===== config.mk =====
export PLATFORM = sky130hd
export DESIGN_NAME = usb_fs_tx_arbiter
export DESIGN_NICKNAME = d
export VERILOG_FILES = /design/src/rtl/usb_fs_tx_arbiter.sv
export SDC_FILE = /design/constraint.sdc
export NUM_CORES = 1
export LEC_CHECK = 0
export ABC_AREA = 1
export CAP_MARGIN = 20
export CORE_MARGIN = 2
export CORE_UTILIZATION = 45
export CTS_BUF_LIST = sky130_fd_sc_hd__clkbuf_4
export DETAILED_ROUTE_END_ITERATION = 7
export DONT_BUFFER_PORTS = 1
export PLACE_DENSITY = 0.7
export REMOVE_ABC_BUFFERS = 1
export SLEW_MARGIN = 10
export SYNTH_ARGS = -nofsm -noshare
export SYNTH_HDL_FRONTEND = slang
export SYNTH_SLANG_ARGS = --single-unit

===== constraint.sdc =====
create_clock -name clk -period 1.71 [get_ports clk]
set_clock_uncertainty 0.05 [all_clocks]
set_input_delay 0.342 -clock clk [delete_from_list [all_inputs] [get_ports clk]]
set_output_delay 0.342 -clock clk [all_outputs]
set_load 0.1 [all_outputs]

===== src/rtl/usb_fs_tx_arbiter.sv =====
// Arbitrates the shared full-speed USB packet transmitter between NUM_REQ requesters.
// The grant is held from the start pulse until end-of-packet or watchdog abort, then a GAP cycle count runs before re-arbitration.
module usb_fs_tx_arbiter #(
  parameter int NUM_REQ     = 2,
  parameter int ROUND_ROBIN = 0,
  parameter int GAP_CYCLES  = 4,
  parameter int TIMEOUT     = 4096
) (
  input  logic                 clk,
  input  logic                 reset,
  input  logic [NUM_REQ-1:0]   req,
  input  logic [4*NUM_REQ-1:0] req_pid,
  input  logic [NUM_REQ-1:0]   req_data_avail,
  input  logic [8*NUM_REQ-1:0] req_data,
  output logic [NUM_REQ-1:0]   req_data_get,
  output logic [NUM_REQ-1:0]   grant,
  output logic [NUM_REQ-1:0]   done,
  output logic [NUM_REQ-1:0]   abort,
  output logic                 tx_pkt_start,
  output logic [3:0]           tx_pid,
  output logic                 tx_data_avail,
  input  logic                 tx_data_get,
  output logic [7:0]           tx_data,
  input  logic                 tx_pkt_end,
  output logic                 busy,
  output logic                 timeout_err
);

  localparam int IW = (NUM_REQ > 1) ? $clog2(NUM_REQ) : 1;
  localparam int WW = $clog2(TIMEOUT);
  localparam int GW = $clog2(GAP_CYCLES + 1);

  localparam logic [IW:0]   NR_W     = (IW+1)'(NUM_REQ);
  localparam logic [IW-1:0] LAST_IDX = IW'(NUM_REQ - 1);
  localparam logic [WW-1:0] WD_LAST  = WW'(TIMEOUT - 1);
  localparam logic [GW-1:0] GAP_LAST = GW'(GAP_CYCLES - 1);

  localparam logic [1:0] S_IDLE = 2'd0;
  localparam logic [1:0] S_SEND = 2'd1;
  localparam logic [1:0] S_GAP  = 2'd2;

  logic [1:0]         r_state;
  logic [NUM_REQ-1:0] r_grant;
  logic [NUM_REQ-1:0] r_done;
  logic [NUM_REQ-1:0] r_abort;
  logic               r_start;
  logic [3:0]         r_pid;
  logic               r_terr;
  logic [IW-1:0]      r_rr_ptr;
  logic [WW-1:0]      r_wd;
  logic [GW-1:0]      r_gap;

  logic               w_found;
  logic [IW-1:0]      w_win;
  logic [IW:0]        w_sum;
  logic [IW-1:0]      w_base;
  logic [NUM_REQ-1:0] w_win_oh;
  logic [3:0]         w_pid;
  logic [7:0]         w_tx_data;

  // Scan requesters starting at the priority base; fixed mode always starts at lane 0.
  always_comb begin
    w_found = 1'b0;
    w_win   = '0;
    w_sum   = '0;
    w_base  = (ROUND_ROBIN != 0) ? r_rr_ptr : '0;
    for (int k = 0; k < NUM_REQ; k++) begin
      w_sum = {1'b0, w_base} + (IW+1)'(k);
      if (w_sum >= NR_W) w_sum = w_sum - NR_W;
      if (!w_found && req[w_sum[IW-1:0]]) begin
        w_found = 1'b1;
        w_win   = w_sum[IW-1:0];
      end
    end
  end

  always_comb begin
    w_win_oh        = '0;
    w_win_oh[w_win] = 1'b1;
    w_pid           = '0;
    for (int i = 0; i < NUM_REQ; i++) begin
      if (w_win == IW'(i)) w_pid = req_pid[4*i +: 4];
    end
  end

  // One-hot OR mux keyed on the registered grant: everything reads zero outside SEND.
  always_comb begin
    w_tx_data = '0;
    for (int i = 0; i < NUM_REQ; i++) begin
      if (r_grant[i]) w_tx_data = w_tx_data | req_data[8*i +: 8];
    end
  end

  always_ff @(posedge clk) begin
    if (reset) begin
      r_state  <= S_IDLE;
      r_grant  <= '0;
      r_done   <= '0;
      r_abort  <= '0;
      r_start  <= 1'b0;
      r_pid    <= '0;
      r_terr   <= 1'b0;
      r_rr_ptr <= '0;
      r_wd     <= '0;
      r_gap    <= '0;
    end else begin
      r_start <= 1'b0;
      r_done  <= '0;
      r_abort <= '0;
      case (r_state)
        S_IDLE: begin
          if (w_found) begin
            r_state <= S_SEND;
            r_grant <= w_win_oh;
            r_start <= 1'b1;
            r_pid   <= w_pid;
            r_wd    <= '0;
            if (ROUND_ROBIN != 0) r_rr_ptr <= (w_win == LAST_IDX) ? '0 : w_win + 1'b1;
          end
        end
        S_SEND: begin
          r_wd <= r_wd + 1'b1;
          // End-of-packet takes precedence over a watchdog expiring on the same edge.
          if (tx_pkt_end) begin
            r_done  <= r_grant;
            r_grant <= '0;
            r_gap   <= '0;
            r_state <= S_GAP;
          end else if (r_wd == WD_LAST) begin
            r_abort <= r_grant;
            r_terr  <= 1'b1;
            r_grant <= '0;
            r_gap   <= '0;
            r_state <= S_GAP;
          end
        end
        S_GAP: begin
          r_gap <= r_gap + 1'b1;
          if (r_gap == GAP_LAST) r_state <= S_IDLE;
        end
        default: r_state <= S_IDLE;
      endcase
    end
  end

  assign grant         = r_grant;
  assign done          = r_done;
  assign abort         = r_abort;
  assign tx_pkt_start  = r_start;
  assign tx_pid        = r_pid;
  assign timeout_err   = r_terr;
  assign busy          = (r_state != S_IDLE);
  assign tx_data       = w_tx_data;
  assign tx_data_avail = |(req_data_avail & r_grant);
  assign req_data_get  = {NUM_REQ{tx_data_get}} & r_grant;

endmodule


==> metrics.txt, run 1 <==
status complete, no violations; Tmin final 1600 ps; total power 1.73 mW; first-pass GRT wire length about 5800 um; post-placement cell count 257; via count between 1000 and 1500; synth top area cells dfxtp_1 41%, nand2_1 11%, a21oi_1 6.7%; GRT Util Overall 21.5%; Via density between 5 and 6; Slew @ Worst Pin between 300 and 400 ps; f_max slightly above 600 MHz; sequential-to-total area share from yosys stat around 41%; worst path required time 1320 ps; RR Endpoint grant[1]; Leak Pwr about 0.76 nW; M1 wire length approximately 1400 um; Synth Instances just under 200; Rel. slew slack 78.2%; clk sinks 29; switching share of total power approximately two fifths; CP peak stage delay 460 ps; initial drt markers 39; synth cell count leaders 40 x nand2_1, 29 x dfxtp_1, 20 x nor2_1; post-synth design cell area between 1000 and 1500 um^2; count leader, synth nand2_1; CTS buffer count 5; # diodes 0; Routed WL per cell about 14 um; family with the most delay on the worst path flip-flops; Starting Density 47.1%; CP Cell Sequence nor2_4, inv_1, buf_4; Final TNS setup 0 ps; Core ar. about 3000 um^2; DRT Wirelength between 3000 and 4000 um; initial antenna violation count 0; Comb power frac around a third; Row Count 20; FFs w/ async S/R, synth 0%; share of layout cells above drive strength 1 22.1%; clk buf depth 2; Hold WC Path Type input port to flop; detailed-route DRC error count 0; distinct cell type count after synthesis 27; post-CTS setup buffers 0; R2R cell count 8; WL met2 roughly 1900 um; mean area per synthesized cell around 7.4 um^2; I/O Buffers 0; Chip Width 60.3 um; worst reg2reg path startpoint r_wd[0]; #FFs+latches synth 29; pin count of the biggest net entering global routing 18; post-route ant nets 0; H-Tree Depth 2; P&R area growth vs syn 29.4%; WP buf/inv 2; Worst-path clk slew 100 ps; die area roughly 3600 um^2; sequential power share around 42%; Final Non-Filler Cells between 200 and 300; Tcrit/Tclk final a little over nine tenths; CP endpoint kind primary output; Startpoint Class flop; first drt pass iteration count 5; R2R setup slack between 200 and 250 ps; # setup viols final 0; CP Max Fanout 3; Fin. Hold Viols 0; CP endpoint busy; dominant cell type by area after synthesis dfxtp_1; max-slew violation count 0; post-DP HPWL between 2000 and 3000 um; filler cell count 265; Worst Path Arrival 1210 ps; Main synth FF type dfxtp_1; Synth warnings 0; Setup CP Type flop to primary output; Clock Latency Late Sink ~330 ps; die height approximately 60 um; Synth top area share 40.7%; Internal ~1.0 mW; CP Depth 3; CP max stage cell dfxtp_1; worst vdd ir just under 0.0005 V; max_cap viols 0; Net Sw Power 716 uW; CTS tree built; clock power share approximately 23%; Post-synth EDFFs 0; Final GP Congestion around 0.8; I/O pin count 56; crit path from r_state[0]; Root Driver clkbuf_4; pwr dens about 940 nW/um^2; # nets final roughly 260; routed wire length on met3 352 um; RSZ-0062 raised after global routing false; DR top layer met4; vias in the first global route 1423; total grt overflow 0
worst min-delay path by stage:
| stage | startpoint | end | slack, ps | cells past startpoint |
|---|---|---|---|---|
| after CTS | reset | r_state[0] | 10 | 1 |
| after detailed placement | reset | r_state[0] | 370 | 1 |
| after global routing | reset | r_state[1] | 1 | 1 |
| after global placement | reset | r_wd[3] | 360 | 1 |
| final | reset | r_wd[3] | 20 | 1 |
| after floorplan | reset | grant[0] | 360 | 1 |
placed cells by master, fill, tap and decap left out, types with 3 or more instances in the layout:
master,synthesis,final
nand2_1,40,40
dfxtp_1,29,27
nor2_1,20,20
a21oi_1,19,19
inv_1,16,16
nand3_1,14,14
buf_4,0,13
o21ai_0,11,11
buf_12,0,11
a22o_1,9,9
nor2_2,5,5
clkbuf_4,0,5
a311oi_1,4,4
inv_2,3,3
ha_1,3,3
state kept, by name, indices dropped and copies added (netlist names):
signal,cells
tx_pkt_start,1
r_state,2
abort,2
r_wd,12
timeout_err,1
tx_pid,4
r_gap,3
done,2
grant,2
power groups by stage:
stage	Clock (mW)	Sequential [mW]	Combinational, mW
finish	0.391	0.732	0.611
global route	0.437	0.738	0.637
CTS	0.394	0.734	0.609
detailed placement	0	0.749	0.608
global placement	0	0.746	0.601
floorplan	0	0.878	0.315
repair_timing:
item                                   4_1_cts  5_1_grt
hold buffers                                 0        1
gates resized for setup                      2        2
endpoints found under the hold margin        0        3
setup endpoints to repair                   10        1
pin swaps                                    0        0
stage by stage:
stage | cell area [um^2] | util (%) | worst slack [ps] | hold slack (ps)
2_1_floorplan | 1410 | - | -708 | 361
3_3_place_gp | 1780 | 58.8 | 280 | 364
3_5_place_dp | 1780 | 58.8 | 248 | 366
4_1_cts | 1830 | 60.5 | 38.0 | 14.2
5_1_grt | 1850 | 61.0 | 18.1 | 0.953
6_report | 1850 | 61.0 | 105 | 15.7
cell families after synthesis:
kind of cell,share of synthesized area (%)
AOI/OAI and AO/OA,20.7
adders and majority gates,2.63
buffers and inverters,7.80
DFF,40.7
and+or+nand+nor,28.2
routing by layer:
layer  vias up  GRT usage (%)
met3         7           8.23
met5         -              0
met4         0           7.62
li1        696              -
met1       633           21.3
met2        79           40.5
cell type report:
type,count,area [um^2],area share [%]
flip-flops and latches,29,588,31.8
inverters,22,91.3,4.94
repair buffers,25,328,17.7
clock inverters,3,12.5,0.677
multi-input cells,138,736,39.8
clock buffers,5,37.5,2.03
well taps,44,55.1,2.98
worst reg2reg max path, stage by stage, from the launching register on:
cell	delay [ps]
dfxtp_1	390
ha_1	200
nand2_1	90
nor2_2	160
nand3_1	130
nand2_1	110
nand2_1	70
a21oi_1	130
nor2_1	50
Note: power is estimated with default switching activity, not from simulation.
==> inputs of run 2 (changes only) <==
Settings changed: CORE_ASPECT_RATIO set to 1.5.
==> run 2 against run 1 <==
Final cell count decreased by 1.5%. Fmax decreased by 1.6%. Largest cell class unchanged. Worst setup slack got worse by 27 ps. Flip-flop and latch count unchanged. Total power increased by 1.1%. Routed wire length decreased by 12%.
==> metrics.txt, run 2 (synthesis gave the netlist of run 1 again) <==
via count 1353 (-4.4%); Via density 5.16 (-2.9%); Startpoint Class flop; I/O Buffers 0 (unchanged); CP endpoint kind primary output; clk buf depth 2 (unchanged); Hold WC Path Type input port to flop; first-pass GRT wire length 5550 um (-4.2%); R2R setup slack 210 ps (about the same); CP Max Fanout 3 (unchanged); Chip Width 50.0 um (-17%); Core ar. 3100 um^2 (+2.3%); filler cell count 260 (-1.9%); multi-input logic area 736 um^2 (unchanged); first drt pass iteration count 6 (+1); # diodes 0 (unchanged); die height 73.0 um (+21%); post-DP HPWL 2410 um (-14%); P&R area growth vs syn 29.1%; detailed-route DRC error count 0 (unchanged); CTS buffer count 5 (unchanged); commonest non-fill, non-tap cells in the layout 40 x nand2_1, 27 x dfxtp_1, 20 x nor2_1; total power 1.75 mW (+1.1%); Worst-path clk slew 100 ps (about the same); f_max 613 MHz (-1.6%); CTS tree built; Slew @ Worst Pin 448 ps (+122 ps); post-CTS setup buffers 0 (unchanged); Final GP Congestion 0.910 (+14%); die area 3650 um^2 (+0.26%); # setup viols final 0 (unchanged); Sequential Area 583 um^2 (-0.85%); max_cap viols 0 (unchanged); Row Count 25 (+25%); Root Driver clkbuf_4; Clock Latency Late Sink 340 ps (about the same); max reg flops 12 (unchanged); GRT Util Overall 20.2% (-1.4 points); post-route ant nets 0 (unchanged); share of layout cells above drive strength 1 23.0% (+0.90 points); status complete, no violations; Tmin final 1630 ps (+26.6 ps); RSZ-0062 raised after global routing false; total grt overflow 0 (unchanged); vias in the first global route 1308 (-8.1%); # nets final 256 (unchanged); worst path required time 1320 ps (about the same); Hold WS 17.7 ps (+1.96 ps); H-Tree Depth 2 (unchanged); pwr dens 951 nW/um^2 (+1.4%); Fin. Hold Viols 0 (unchanged); worst vdd ir 0.000669 V (+35%); max-slew violation count 0 (unchanged); Leak Pwr 0.756 nW (about the same); commonest non-fill, non-tap cell in the layout nand2_1; I/O pin count 56 (unchanged); final core occ 59.5% (-1.5 points); DRT Wirelength 3240 um (-12%); initial drt markers 25 (-36%); initial antenna violation count 0 (unchanged); Starting Density 46.1% (-1.0 points); clk sinks 29 (unchanged); Routed WL per cell 12.4 um (-11%); Tcrit/Tclk final 95.4% (+1.6 points); Largest Register r_wd; Worst Path Arrival 1240 ps (+30 ps); Setup CP Type flop to primary output; Rel. slew slack 70.1% (-8.2 points); pin count of the biggest net entering global routing 14 (-4)
==> run 2: through the flow <==
| stage | worst slack, ps | instances | TNS, ps | instance area, um^2 |
|---|---|---|---|---|
| finish | 78.5 | 262 | 0 | 1840 |
| global route | 10.9 | 262 | 0 | 1840 |
| CTS | 69.6 | 262 | 0 | 1840 |
| detailed placement | 247 | 253 | 0 | 1780 |
| global placement | 287 | 253 | 0 | 1780 |
| floorplan | -708 | 189 | -7410 | 1410 |
==> run 2: worst paths after layout <==
check | from | to | depth (start not counted)
hold reg to reg | r_gap[2] | r_gap[2] | 2
setup / recovery | r_state[0] | busy | 3
hold / removal | reset | tx_pid[0] | 1
setup reg to reg | r_wd[0] | grant[1] | 8
==> run 2: critical path: stages, from the launching register on <==
cell     delay, ps
dfxtp_1        470
nor2_4          80
inv_1           60
buf_4          280
==> run 2: what timing repair did <==
| item | CTS | global route |
|---|---|---|
| hold buffers | 1 | 0 |
| endpoints found under the setup margin | 12 | 0 |
| endpoints found under the hold margin | 11 | 0 |
| gates resized for setup | 2 | 0 |
==> run 2: routing by layer <==
| metal | GRT usage, % | share of wire (%) |
|---|---|---|
| met1 | 22.0 | 41 |
| met2 | 33.6 | 52 |
| met3 | 6.15 | 4.2 |
| met4 | 12.7 | 3.2 |
| met5 | 0 | 0 |
==> run 2: cell type report <==
cell class	count	share of cell area (%)
flip-flops and latches	29	31.6
clock inverters	3	0.950
clock buffers	5	2.04
multi-input cells	138	39.9
inverters	22	4.96
repair buffers	25	17.8
well taps	40	2.72
==> run 2: power by group <==
group,internal (mW),switching [mW]
clock,0.155,0.255
combinational,0.165,0.446
sequential,0.705,0.0273
==> inputs of run 3 (changes only) <==
Settings changed: CORE_UTILIZATION 45 to 60, PLACE_DENSITY 0.7 to 0.86.
==> run 3 against run 2 <==
First-iteration DRC count grew 88%. Global-route usage grew 6.6 points. Total power grew 8.0%. Sequential share of layout area shrank 0.38 points. Flip-flop and latch count is the same. Via count grew 6.4%. Largest cell class unchanged.
==> metrics.txt, run 3 (synthesis gave the netlist of run 1 again) <==
first drt pass iteration count 4 (-2); Rel. slew slack 77.9% (+7.8 points); clk sinks 29 (unchanged); die area 2790 um^2 (-23%); commonest non-fill, non-tap cell in the layout nand2_1; f_max 621 MHz (+1.3%); Largest Register r_wd; Chip Width 43.8 um (-12%); vias in the first global route 1316 (+0.61%); Tcrit/Tclk final 94.2% (-1.2 points); CP max stage cell dfxtp_2; P&R area growth vs syn 30.7%; Worst Path Arrival 1220 ps (-20 ps); R2R setup slack 170 ps (-40 ps); Setup CP Type flop to primary output; Hold WS 30.7 ps (+13.0 ps); Leak Pwr 0.777 nW (+2.7%); worst reg2reg path startpoint r_wd[0]; Fin. Hold Viols 0 (unchanged); post-route ant nets 0 (unchanged); Final TNS setup 0 ps (unchanged); max-slew violation count 0 (unchanged); Routed WL per cell 14.9 um (+20%); I/O Buffers 0 (unchanged); CP endpoint kind primary output; pin count of the biggest net entering global routing 18 (+4); Startpoint Class flop; max_cap viols 0 (unchanged); Hold WC Path Type input port to flop; total grt overflow 0 (unchanged); CTS buffer count 5 (unchanged); detailed-route DRC error count 0 (unchanged); first-pass GRT wire length 5600 um (+0.99%); hold depth 1 (unchanged); H-Tree Depth 2 (unchanged); Row Count 21 (-16%); post-DP HPWL 2720 um (+13%); DRT Wirelength 3680 um (+13%); CTS tree built; crit path from grant[0]; initial drt markers 47 (+88%); worst vdd ir 0.00115 V (+72%); Final GP Congestion 0.855 (-6.1%); clk buf depth 2 (unchanged); Starting Density 63.9% (+18 points); R2R cell count 8 (unchanged); Tmin final 1610 ps (-20.3 ps); share of layout cells above drive strength 1 22.3% (-0.65 points); die height 63.7 um (-13%); # diodes 0 (unchanged); Worst-path clk slew 90 ps (about the same); worst path required time 1320 ps (about the same); pwr dens 1010 nW/um^2 (+6.7%); CP Cell Sequence a22o_1, buf_12; Slew @ Worst Pin 332 ps (-116 ps); Hold Path Origin reset; Via density 5.83 (+13%); # setup viols final 0 (unchanged); Clock Latency Late Sink 320 ps (-20 ps); initial antenna violation count 0 (unchanged); max reg flops 12 (unchanged); CP peak stage delay 460 ps (about the same); I/O pin count 56 (unchanged); status complete, no violations; via count 1440 (+6.4%); commonest non-fill, non-tap cells in the layout 40 x nand2_1, 27 x dfxtp_1, 20 x nor2_1; Root Driver clkbuf_4; post-CTS setup buffers 0 (unchanged); # nets final 258 (+0.78%); GRT Util Overall 26.8% (+6.6 points); Core ar. 2230 um^2 (-28%); CP Max Fanout 12 (+9); RSZ-0062 raised after global routing false
## run 3: cell types whose count changed in the layout (fill, tap and decap cells not counted), sizes merged
cell,previous run,this run
clkinvlp,1,0
clkinv,4,3
bufinv,0,1
clkbuf,5,6
dlygate4sd3,1,3
## run 3: final cells by class
type	instances	area [um^2]
tap	23	28.8
multi-input combinational	138	736
fill	111	368
clock inverter	2	33.8
clock buffer	6	45.0
inverter	22	91.3
timing repair buffer	27	348
sequential	29	583
## run 3: worst paths after layout
path | endpoint
worst max-delay path | tx_data_avail
worst min-delay path | grant[0]
worst max register to register | grant[1]
worst min register to register | timeout_err
## run 3: worst max-delay path: cells and delay by family (launching register included)
family	cells	cell delay (ps)
DFF	1	460
AOI/OAI and AO/OA	1	250
buffers and inverters	1	190
## run 3: report_power, final
group	internal, mW	switching (mW)	total, mW
Combinational	0.168	0.449	0.617
Sequential	0.704	0.0277	0.732
Clock	0.320	0.224	0.544
Total	1.19	0.700	1.89
## run 3: through the flow
stage               instances  utilization (%)  area (um^2)  total power, mW  worst slack, ps
finish                    247             83.5         1870             1.89             98.8
CTS                       244             82.1         1830             1.89             13.6
global placement          236             78.5         1750             1.34              352
global route              247             83.5         1870             1.96             2.19
floorplan                 189                -         1410             1.19             -708
detailed placement        236             78.5         1750             1.35              279
## run 3: routing by layer
layer	GRT usage (%)	part of all wire, %
met4	16.3	2.7
met5	0	0
met3	7.63	4.4
met2	42.3	55
met1	30.9	38
## run 3: what timing repair did
item	4_1_cts	5_1_grt
resized for setup	1	1
endpoints found under the setup margin	9	10
hold buffers	0	3
endpoints found under the hold margin	0	3
